$ cat config.mk
export PLATFORM = sky130hd
export DESIGN_NAME = adapter_to_bus
export DESIGN_NICKNAME = d
export VERILOG_FILES = /design/src/rtl/adapter_to_bus.sv
export SDC_FILE = /design/constraint.sdc
export NUM_CORES = 1
export LEC_CHECK = 0
export ABC_AREA = 1
export CAP_MARGIN = 20
export CORE_MARGIN = 10
export CORE_UTILIZATION = 51
export DETAILED_ROUTE_END_ITERATION = 8
export GPL_TIMING_DRIVEN = 0
export PLACE_DENSITY = 0.85
export SLEW_MARGIN = 25
export SYNTH_ARGS = -nofsm -noshare
export SYNTH_HDL_FRONTEND = slang
export SYNTH_SLANG_ARGS = --single-unit
$ cat constraint.sdc
create_clock -name CLK -period 2.5 [get_ports CLK]
set_input_delay 0.5 -clock CLK [delete_from_list [all_inputs] [get_ports CLK]]
set_output_delay 0.5 -clock CLK [all_outputs]
set_load 0.005 [all_outputs]
$ cat src/rtl/adapter_to_bus.sv
// adapter_to_bus: serialises 128-bit words into MSB-first 32-bit beats with an end-of-message marker
module adapter_to_bus (
  input  logic         CLK,
  input  logic         nRST,
  input  logic         in_enq_ena,
  input  logic [127:0] in_enq_v,
  input  logic [15:0]  in_enq_length,
  output logic         in_enq_rdy,
  output logic         out_enq_ena,
  output logic [31:0]  out_enq_v,
  output logic         out_enq_last,
  input  logic         out_enq_rdy
);
  logic [127:0] buffer;
  logic [2:0]   remaining;
  logic [2:0]   beats;
  logic         busy;
  logic         accept;
  logic         xfer;
  assign busy         = remaining != 3'd0;
  assign out_enq_ena  = busy;
  assign out_enq_v    = buffer[127:96];
  assign out_enq_last = busy & (remaining == 3'd1);
  assign in_enq_rdy   = !busy | ((remaining == 3'd1) & out_enq_rdy);
  assign accept       = in_enq_ena & in_enq_rdy;
  assign xfer         = out_enq_ena & out_enq_rdy;
  always_comb
    beats = (in_enq_length == 16'd0 || in_enq_length > 16'd96) ? 3'd4 :
            (in_enq_length > 16'd64) ? 3'd3 :
            (in_enq_length > 16'd32) ? 3'd2 : 3'd1;
  always_ff @(posedge CLK)
    if (!nRST) begin
      buffer    <= '0;
      remaining <= '0;
    end else if (accept) begin
      buffer    <= in_enq_v;
      remaining <= beats;
    end else if (xfer) begin
      buffer    <= {buffer[95:0], 32'h0};
      remaining <= remaining - 3'd1;
    end
endmodule

# Yosys cells after proc, flatten, opt, wreduce, memory -nomap -nowiden
# Index checks and enable logic that the tools add are counted.
# totals
regBits	131
in_bits	148
elab_cells	24
# op_classes
add_sub_neg	1
magnitude_cmp	3
eq_ne	1
n_mux	7
bitwise	5
n_reduce_logical	5
# op_table
op	n
128-bit two-way mux	2
16-bit by 7-bit > comparator with 1-bit output (second input constant)	2
16-bit by 6-bit > comparator with 1-bit output (second input constant)	1
16-bit logical NOT	1
3-bit two-way mux	3
1-bit AND	4
2-bit two-way mux	2
3-bit by 1-bit == test with 1-bit output (second input constant)	1
3-bit nonzero test	1
3-bit by 1-bit subtractor with 3-bit output (second input constant)	1
2-bit nonzero test	1
1-bit logical NOT	1
1-bit logical OR	1
1-bit bitwise OR	1

# Logic depth before layout (Yosys ltp)
# Gate-level depths: netlist of the first run.
# logic_depth
ltp_word	5
depth_mapped	11
mapped_depth_nobuf	10

# Worst setup path before layout of the first run
# OpenSTA, ideal clock, no wires.
# synth_timing
path_kind	register to register
startpoint	register remaining[0]
endpoint	register buffer[45]
setup_time_ns	0.116
arrival_ns	1.397
required_time_ns	2.384
slack_ns	0.987
stages_incl_launch_ff	10
period_less_slack_ns	1.513
path_cell_list	dfxtp_1 > inv_1 > ha_1 > nand2_2 > nand2_1 > nand2_2 > clkbuf_1 > nand3_1 > o211ai_1 > inv_1
# synth_between
elab_chain_len	5
# synth_rtl
item	line	text
start: declaration	15	logic [2:0] remaining;
start signal: assignment	37	remaining <= beats;
start signal: assignment	40	remaining <= remaining - 3'd1;
3-bit nonzero test (*)	20	assign busy = remaining != 3'd0;
net out_enq_ena	9	output logic out_enq_ena,
1-bit logical NOT	24	assign in_enq_rdy = !busy | ((remaining == 3'd1) & out_enq_rdy);
1-bit bitwise OR	24	
1-bit AND	25	assign accept = in_enq_ena & in_enq_rdy;
128-bit two-way mux / 2-bit nonzero test (equally long branches)	--	
end signal: assignment	36	buffer <= in_enq_v;
end signal: assignment	39	buffer <= {buffer[95:0], 32'h0};
end: declaration	14	logic [127:0] buffer;
# Mark *: on every way through the listed nets, which the timed path passes. The rest lies on a longest branch.
# A chain may end at the register's enable or synchronous reset.

# Worst setup path in the final report of the first run
# layout_timing
startpoint	register remaining[0]
endpoint	output in_enq_rdy
# layout_between
elab_chain_len	3
# layout_rtl
item	line	text
3-bit by 1-bit == test with 1-bit output / 3-bit nonzero test (equally long branches)	24, 20	
1-bit AND / 1-bit logical NOT (equally long branches)	24	
1-bit bitwise OR (*)	24	
end: declaration	8	output logic in_enq_rdy,
# Every way passes the cells marked *; elsewhere a longest branch is shown, timed or not.

==> results of run 1 <==
==> power groups by stage <==
stage,clock network (uW),registers (uW),logic (uW)
final,2610,3570,5030
after global placement,0,3550,4860
after global routing,2710,3660,5600
after floorplan,0,3400,3370
after CTS,2610,3560,5030
after detailed placement,0,3560,4980
==> metal layers <==
metal / vias to the layer above / track usage [%] / share of wire, %
met5: - / 0 / 0
met4: 0 / 6.54 / 1.4
met3: 27 / 7.21 / 9.1
met2: 251 / 37.5 / 48
met1: 2836 / 26.1 / 41
li1: 3202 / - / -
==> state kept, by name, summed over array words and instances (netlist names) <==
signal and flops:
remaining 3, buffer 128
==> per-stage QoR <==
step / hold slack [ns] / setup WS [ns] / util [%]
6_report: 0.465 / 0.212 / 73.8
3_5_place_dp: 0.456 / 0.312 / 68.5
4_1_cts: 0.465 / 0.203 / 73.8
5_1_grt: 0.488 / 0.108 / 73.8
3_3_place_gp: 0.451 / 0.314 / 68.5
2_1_floorplan: 0.444 / 0.987 / -
==> final cells by class <==
cell class	count	area share (%)
multi-input combinational	542	29.6
buffer	94	6.71
tap	147	2.08
clock inverter	14	2.10
clock buffer	18	4.96
sequential	131	29.6
inverter	105	4.45
timing repair buffer	181	20.5
==> layout by cell type, fill, tap and decap left out, drive strengths merged <==
cell type,count
dfxtp,131
clkdlybuf4s50,181
o21bai,1
a21oi,38
nand2,280
xnor2,1
o21ai,3
buf,80
clkinv,5
ha,3
nor3,1
o211ai,96
bufinv,4
inv,105
clkinvlp,5
clkbuf,32
nor2,19
nand3,100
==> worst max-delay path by stage <==
stage | cells after the start | endpoint | slack (ns) | start
after floorplan | 9 | buffer[45] | 0.99 | remaining[0]
after CTS | 5 | in_enq_rdy | 0.20 | remaining[0]
final | 5 | in_enq_rdy | 0.21 | remaining[0]
after detailed placement | 4 | in_enq_rdy | 0.31 | out_enq_rdy
after global routing | 5 | in_enq_rdy | 0.11 | remaining[0]
after global placement | 4 | in_enq_rdy | 0.31 | out_enq_rdy
==> cells in the mapped netlist, drive strengths merged <==
master,instances
nand2,280
dfxtp,131
inv,105
nand3,100
o211ai,96
buf,80
a21oi,38
nor2,19
clkbuf,14
ha,3
o21ai,3
nor3,1
o21bai,1
xnor2,1
==> cell families after synthesis <==
kind of cell | after synthesis | share of synthesized area (%)
compound gates | 138 | 15.0
xor+xnor | 1 | 0.140
fa+ha+maj | 3 | 0.602
buf+inv | 199 | 15.8
flops | 131 | 42.0
simple gates | 400 | 26.3
==> critical path: cells and delay by family (launching register included) <==
| family | cells | cell delay [ns] |
|---|---|---|
| adders and majority gates | 1 | 0.24 |
| buffers and inverters | 2 | 0.61 |
| DFF | 1 | 0.32 |
| and+or+nand+nor | 2 | 0.20 |
==> metrics.csv, run 1 <==
stage,metric,value,unit
sta,RSZ-0062 raised after global routing,no,
yosys,share of the synthesized area in the top cell type,42.0,%
setup_path,RR Endpoint,buffer[62],
clock_network,"Clk Latency, worst-skew pair",0.42,ns
routing,Final ANT Viol Nets,0,
clock_network,Clock Tree Root,clkbuf_16,
place,gpl congestion,0.891,
hold_path,hold path cells,2,
sta,"Hold Vio Cnt, Final",0,
clock_network,H-tree Lvls,4,
global_routing,first-pass GRT wire length,30.0,mm
setup_path,R2R depth,10,
sta,Layout Skew,0.00592,ns
place,DP Cell Count,1200,
yosys,post-synthesis sequential area ratio,42.0,%
pwr,Sw Share,36.8,%
floorplan,Die Ht,131,um
clock_network,number of setup buffers added after CTS,0,
yosys,Syn Area/Cell,7.15,sq um
setup_path,slowest CP cell,clkdlybuf4s50_1,
floorplan,Die X,131,um
sta,count of pins over their slew limit,0,
pwr,Net Switching,4120,uW
routing,Initial DRC Count,486,
layout,Fill cells,943,
clock_network,Resized Gates After CTS,0,
yosys,Synthesized Nets,1023,
pwr,Worst VDD drop,0.000583,V
layout,final instance area,8860,sq um
floorplan,Core Box Area,12000,sq um
yosys,synth unique cells,20,
yosys,synth top area cells,"dfxtp_1 (42%), nand2_1 (17%), o211ai_1 (12%), nand3_1 (7.9%), inv_1 (6.1%)",
pwr,Internal,7090,uW
yosys,Post-Syn Area,6240,sq um
setup_path,kind of start point of the critical path,flop,
setup_path,"critical path fanouts, max",4,
sta,fin crit period,2.29,ns
clock_network,CTS sink cnt,131,
routing,DR DRC count,0,
setup_path,CP max stage delay,0.51,ns
clock_network,"CTS clk-pin slew, worst paths",0.06,ns
layout,"non-filler cells, final",1232,
routing,TritonRoute pass-1 iters,5,
pwr,Power Total,11200,uW
sta,max_slew headroom,55.6,%
global_routing,grt ovf,0,
layout,synthesis-to-finish area growth,42.0,%
pwr,clock network fraction of total power,23.3,%
pwr,sequential share of power,31.8,%
routing,final wirelength,18.9,mm
layout,share of cells above drive strength 1,11.2,%
yosys,Post-Syn Instances,872,
hold_path,Hold Startpoint,buffer[26],
layout,Reg area,2620,sq um
hold_path,hold path endpoint,buffer[26],
routing,vias per inst,5.13,
setup_path,"Req. time, crit path",2.00,ns
global_routing,pin count of the biggest net entering global routing,17,
place,Detailed Place HPWL,14.7,mm
run_status,status,"finished, final reports clean",
clock_network,total CTS buffers,17,
setup_path,kind of critical path,flop to output pin,
pwr,pwr/cell area,1270,nW/um^2
layout,nets@finish,1223,
setup_path,r2r setup slk,0.62,ns
floorplan,Ports,183,
setup_path,R2R Path Start,remaining[0],
sta,Least-Margin Pin Slew,0.666,ns
yosys,synth warn,0,
global_routing,initial antenna violation count,0,
sta,fmax,437,MHz
clock_network,CTS Buffer Depth,2,
floorplan,die area,17100,sq um
sta,crit share post-route,91.5,%
clock_network,Post-CTS Hold Buffers,0,
sta,setup TNS,0,ns
layout,Ant. Diodes,0,
clock_network,CTS tree,yes,
hold_path,Hold WC Path Type,flop to flop,
routing,WL per Instance,15.3,um
flow_run,Max-cap violations,0,
global_routing,Tot GR Track Use,22.1,%
floorplan,Initial Util,51.9,%
setup_path,Worst Path Arrival,1.79,ns
place,Post-DP Area,8230,sq um
floorplan,Cell Rows,40,
global_routing,vias in the first global route,6155,
place,# port buffers,181,
sta,Finish-stage setup viols,0,
yosys,"area leader, netlist",dfxtp_1,
pwr,P_leak,0.00409,uW
yosys,Seq cells post-synth,131,
setup_path,"most used cell, CP",nand2_2,
setup_path,CP endpoint kind,output pin,
layout,footprint of the multi-input gates,2630,sq um
setup_path,worst path cell trace,"inv_1, ha_1, nand2_2, nand2_2, clkdlybuf4s50_1",
routing,vias post-DR,6316,
pwr,Gate power share,44.9,%
Note: power is estimated with default switching activity, not from simulation.
==> run 2, diff against run 1 <==
--- a/config.mk
+++ b/config.mk
@@ -8,10 +8,11 @@
 export ABC_AREA = 1
 export CAP_MARGIN = 20
 export CORE_MARGIN = 10
-export CORE_UTILIZATION = 51
+export CORE_UTILIZATION = 53
+export CTS_BUF_LIST = sky130_fd_sc_hd__clkbuf_2
 export DETAILED_ROUTE_END_ITERATION = 8
 export GPL_TIMING_DRIVEN = 0
-export PLACE_DENSITY = 0.85
+export PLACE_DENSITY = 0.88
 export SLEW_MARGIN = 25
 export SYNTH_ARGS = -nofsm -noshare
 export SYNTH_HDL_FRONTEND = slang
==> run 2 against run 1 <==
- largest cell class unchanged
- wire length shrank 3.2%
- global-route usage shrank 0.12 points
- final area down 3.6%
- power down 10%
- critical endpoint unchanged
- critical path depth stayed put
- register-to-register slack better by 0.05 ns
- sequential cell count stayed put
- clock skew rose by 0.026 ns
- clock power shrank 40%
- cell count is 0.32% lower
- setup slack got worse by 0.014 ns
- worst hold slack lost 0.16 ns
==> metrics.csv, run 2 (synthesis gave the netlist of run 1 again) <==
stage,metric,value,unit
run_status,status,"finished, final reports clean",
global_routing,met1 Use GR,26.9,%
clock_network,Post-CTS Hold Buffers,0,
sta,count of pins over their slew limit,0,
routing,Final ANT Viol Nets,0,
clock_network,"CTS clk-pin slew, worst paths",0.20,ns
routing,DR DRC count,0,
setup_path,"Req. time, crit path",2.00,ns
flow_run,Max-cap violations,0,
pwr,Power Total,10100,uW
layout,share of cells above drive strength 1,11.3,%
clock_network,"Clk Latency, worst-skew pair",0.69,ns
setup_path,slowest CP cell,dfxtp_2,
pwr,pwr/cell area,1180,nW/um^2
sta,max_slew headroom,58.4,%
setup_path,Crit path max-delay family,flip-flops,
routing,vias per inst,5.07,
clock_network,CTS tree,yes,
setup_path,CP max stage delay,0.38,ns
global_routing,pin count of the biggest net entering global routing,17,
sta,Finish-stage setup viols,0,
global_routing,met3 Resource Use GR,5.87,%
layout,Biggest register,buffer,
layout,"commonest cells after routing, fill and taps aside","nand2_1 (276), clkdlybuf4s50_1 (178), dfxtp_1 (130), inv_1 (102), nand3_1 (99)",
clock_network,H-tree Lvls,4,
routing,Initial DRC Count,443,
global_routing,vias in the first global route,6172,
routing,vias post-DR,6231,
clock_network,CTS sink cnt,131,
sta,setup TNS,0,ns
sta,RSZ-0062 raised after global routing,no,
setup_path,kind of start point of the critical path,flop,
setup_path,Worst Path Arrival,1.80,ns
sta,fin crit period,2.30,ns
place,# port buffers,181,
floorplan,Die Ht,128,um
sta,crit share post-route,92.1,%
global_routing,first-pass GRT wire length,30.0,mm
pwr,clock network fraction of total power,15.6,%
pwr,Internal,6140,uW
sta,Layout Skew,0.0319,ns
setup_path,"most used cell, CP",nand2_2,
place,Detailed Place HPWL,14.5,mm
setup_path,Buf/Inv on CP,2,
layout,Fill cells,876,
layout,nets@finish,1223,
pwr,Worst VDD drop,0.000694,V
global_routing,GR Util met2,37.1,%
hold_path,hold path cells,3,
clock_network,total CTS buffers,17,
setup_path,CP endpoint kind,output pin,
global_routing,Tot GR Track Use,22.0,%
setup_path,kind of critical path,flop to output pin,
sta,fmax,434,MHz
floorplan,Initial Util,54.4,%
sta,"Hold Vio Cnt, Final",0,
pwr,sequential share of power,35.2,%
layout,synthesis-to-finish area growth,36.9,%
floorplan,Cell Rows,39,
pwr,Gate power share,49.2,%
place,gpl congestion,0.868,
floorplan,Core Box Area,11500,sq um
pwr,P_leak,0.00396,uW
layout,footprint of the multi-input gates,2630,sq um
global_routing,initial antenna violation count,1,
setup_path,R2R depth,10,
layout,"most common cell after layout, fill and taps aside",nand2_1,
clock_network,Clock Tree Root,clkbuf_2,
floorplan,Ports,183,
pwr,Sw Share,39.1,%
global_routing,grt ovf,0,
pwr,Net Switching,3940,uW
layout,number of flip-flops under the largest register name,128,
sta,Least-Margin Pin Slew,0.624,ns
clock_network,CTS Buffer Depth,2,
layout,Reg area,2620,sq um
setup_path,worst path cell trace,"inv_1, ha_2, nand2_2, nand2_2, dlygate4sd2_1",
hold_path,Hold WC Path Type,input port to flop,
routing,TritonRoute pass-1 iters,5,
routing,final wirelength,18.3,mm
layout,registers with the most flip-flops,"buffer x128, remaining x3",
setup_path,Crit path depth,5,
floorplan,Die X,128,um
floorplan,die area,16500,sq um
global_routing,busiest grt layer,met2,
routing,WL per Instance,14.9,um
setup_path,"critical path fanouts, max",4,
==> run 2: cell types whose count changed in the layout (fill, tap and decap cells not counted), sizes merged <==
cell           before  now
clkdlybuf4s50     181  178
dlygate4sd2         0    3
clkinvlp            5    3
bufinv              4    5
clkbuf             32   33
clkinv              5    4
diode               0    1
==> run 2: worst paths after layout <==
kind,start,end,slack [ns]
worst max register to register,remaining[0],buffer[62],0.67
worst max-delay path,remaining[0],in_enq_rdy,0.20
worst min register to register,buffer[0],buffer[0],0.48
worst min-delay path,nRST,buffer[24],0.30
==> run 2: per-layer routing <==
metal  routed length, um  part of all wire [%]
met1                7740                    42
met2                8720                    48
met3                1580                   8.7
met4                 233                   1.3
met5                   0                     0
==> run 2: cell type report <==
cell class / instances / share of cell area [%]
antenna: 1 / 0.0293
buffer: 94 / 6.96
clock buffer: 19 / 1.11
clock inverter: 12 / 2.43
inverter: 105 / 4.62
multi-input combinational: 542 / 30.8
sequential: 131 / 30.7
tap: 143 / 2.10
timing repair buffer: 181 / 21.2
==> run 2: power groups by stage <==
stage / combinational [uW] / clock, uW / sequential, uW
2_1_floorplan: 3370 / 0 / 3400
3_3_place_gp: 4860 / 0 / 3550
3_5_place_dp: 4960 / 0 / 3570
4_1_cts: 4970 / 1580 / 3530
5_1_grt: 5570 / 1670 / 3650
6_report: 4970 / 1570 / 3550
==> run 2: what timing repair did <==
action,in CTS,in global routing
resized for setup,6,0
buffers inserted,0,0
endpoints found under the setup margin,3,0
==> run 2: through the flow <==
stage / instances / util [%] / cell area [sq um] / worst slack, ns / hold slack, ns
2_1_floorplan: 872 / - / 6240 / 0.987 / 0.444
5_1_grt: 1228 / 74.4 / 8540 / 0.0641 / 0.259
6_report: 1228 / 74.4 / 8540 / 0.198 / 0.303
3_3_place_gp: 1196 / 71.8 / 8230 / 0.281 / 0.453
3_5_place_dp: 1196 / 71.8 / 8230 / 0.277 / 0.456
4_1_cts: 1227 / 74.4 / 8530 / 0.151 / 0.247
==> run 2: worst register-to-register path: cells and delay by family, from the launching register on <==
| family | cells | cell delay (ns) |
|---|---|---|
| compound gates | 2 | 0.29 |
| fa+ha+maj | 1 | 0.21 |
| buf+inv | 4 | 0.64 |
| flops | 1 | 0.37 |
| simple gates | 3 | 0.28 |
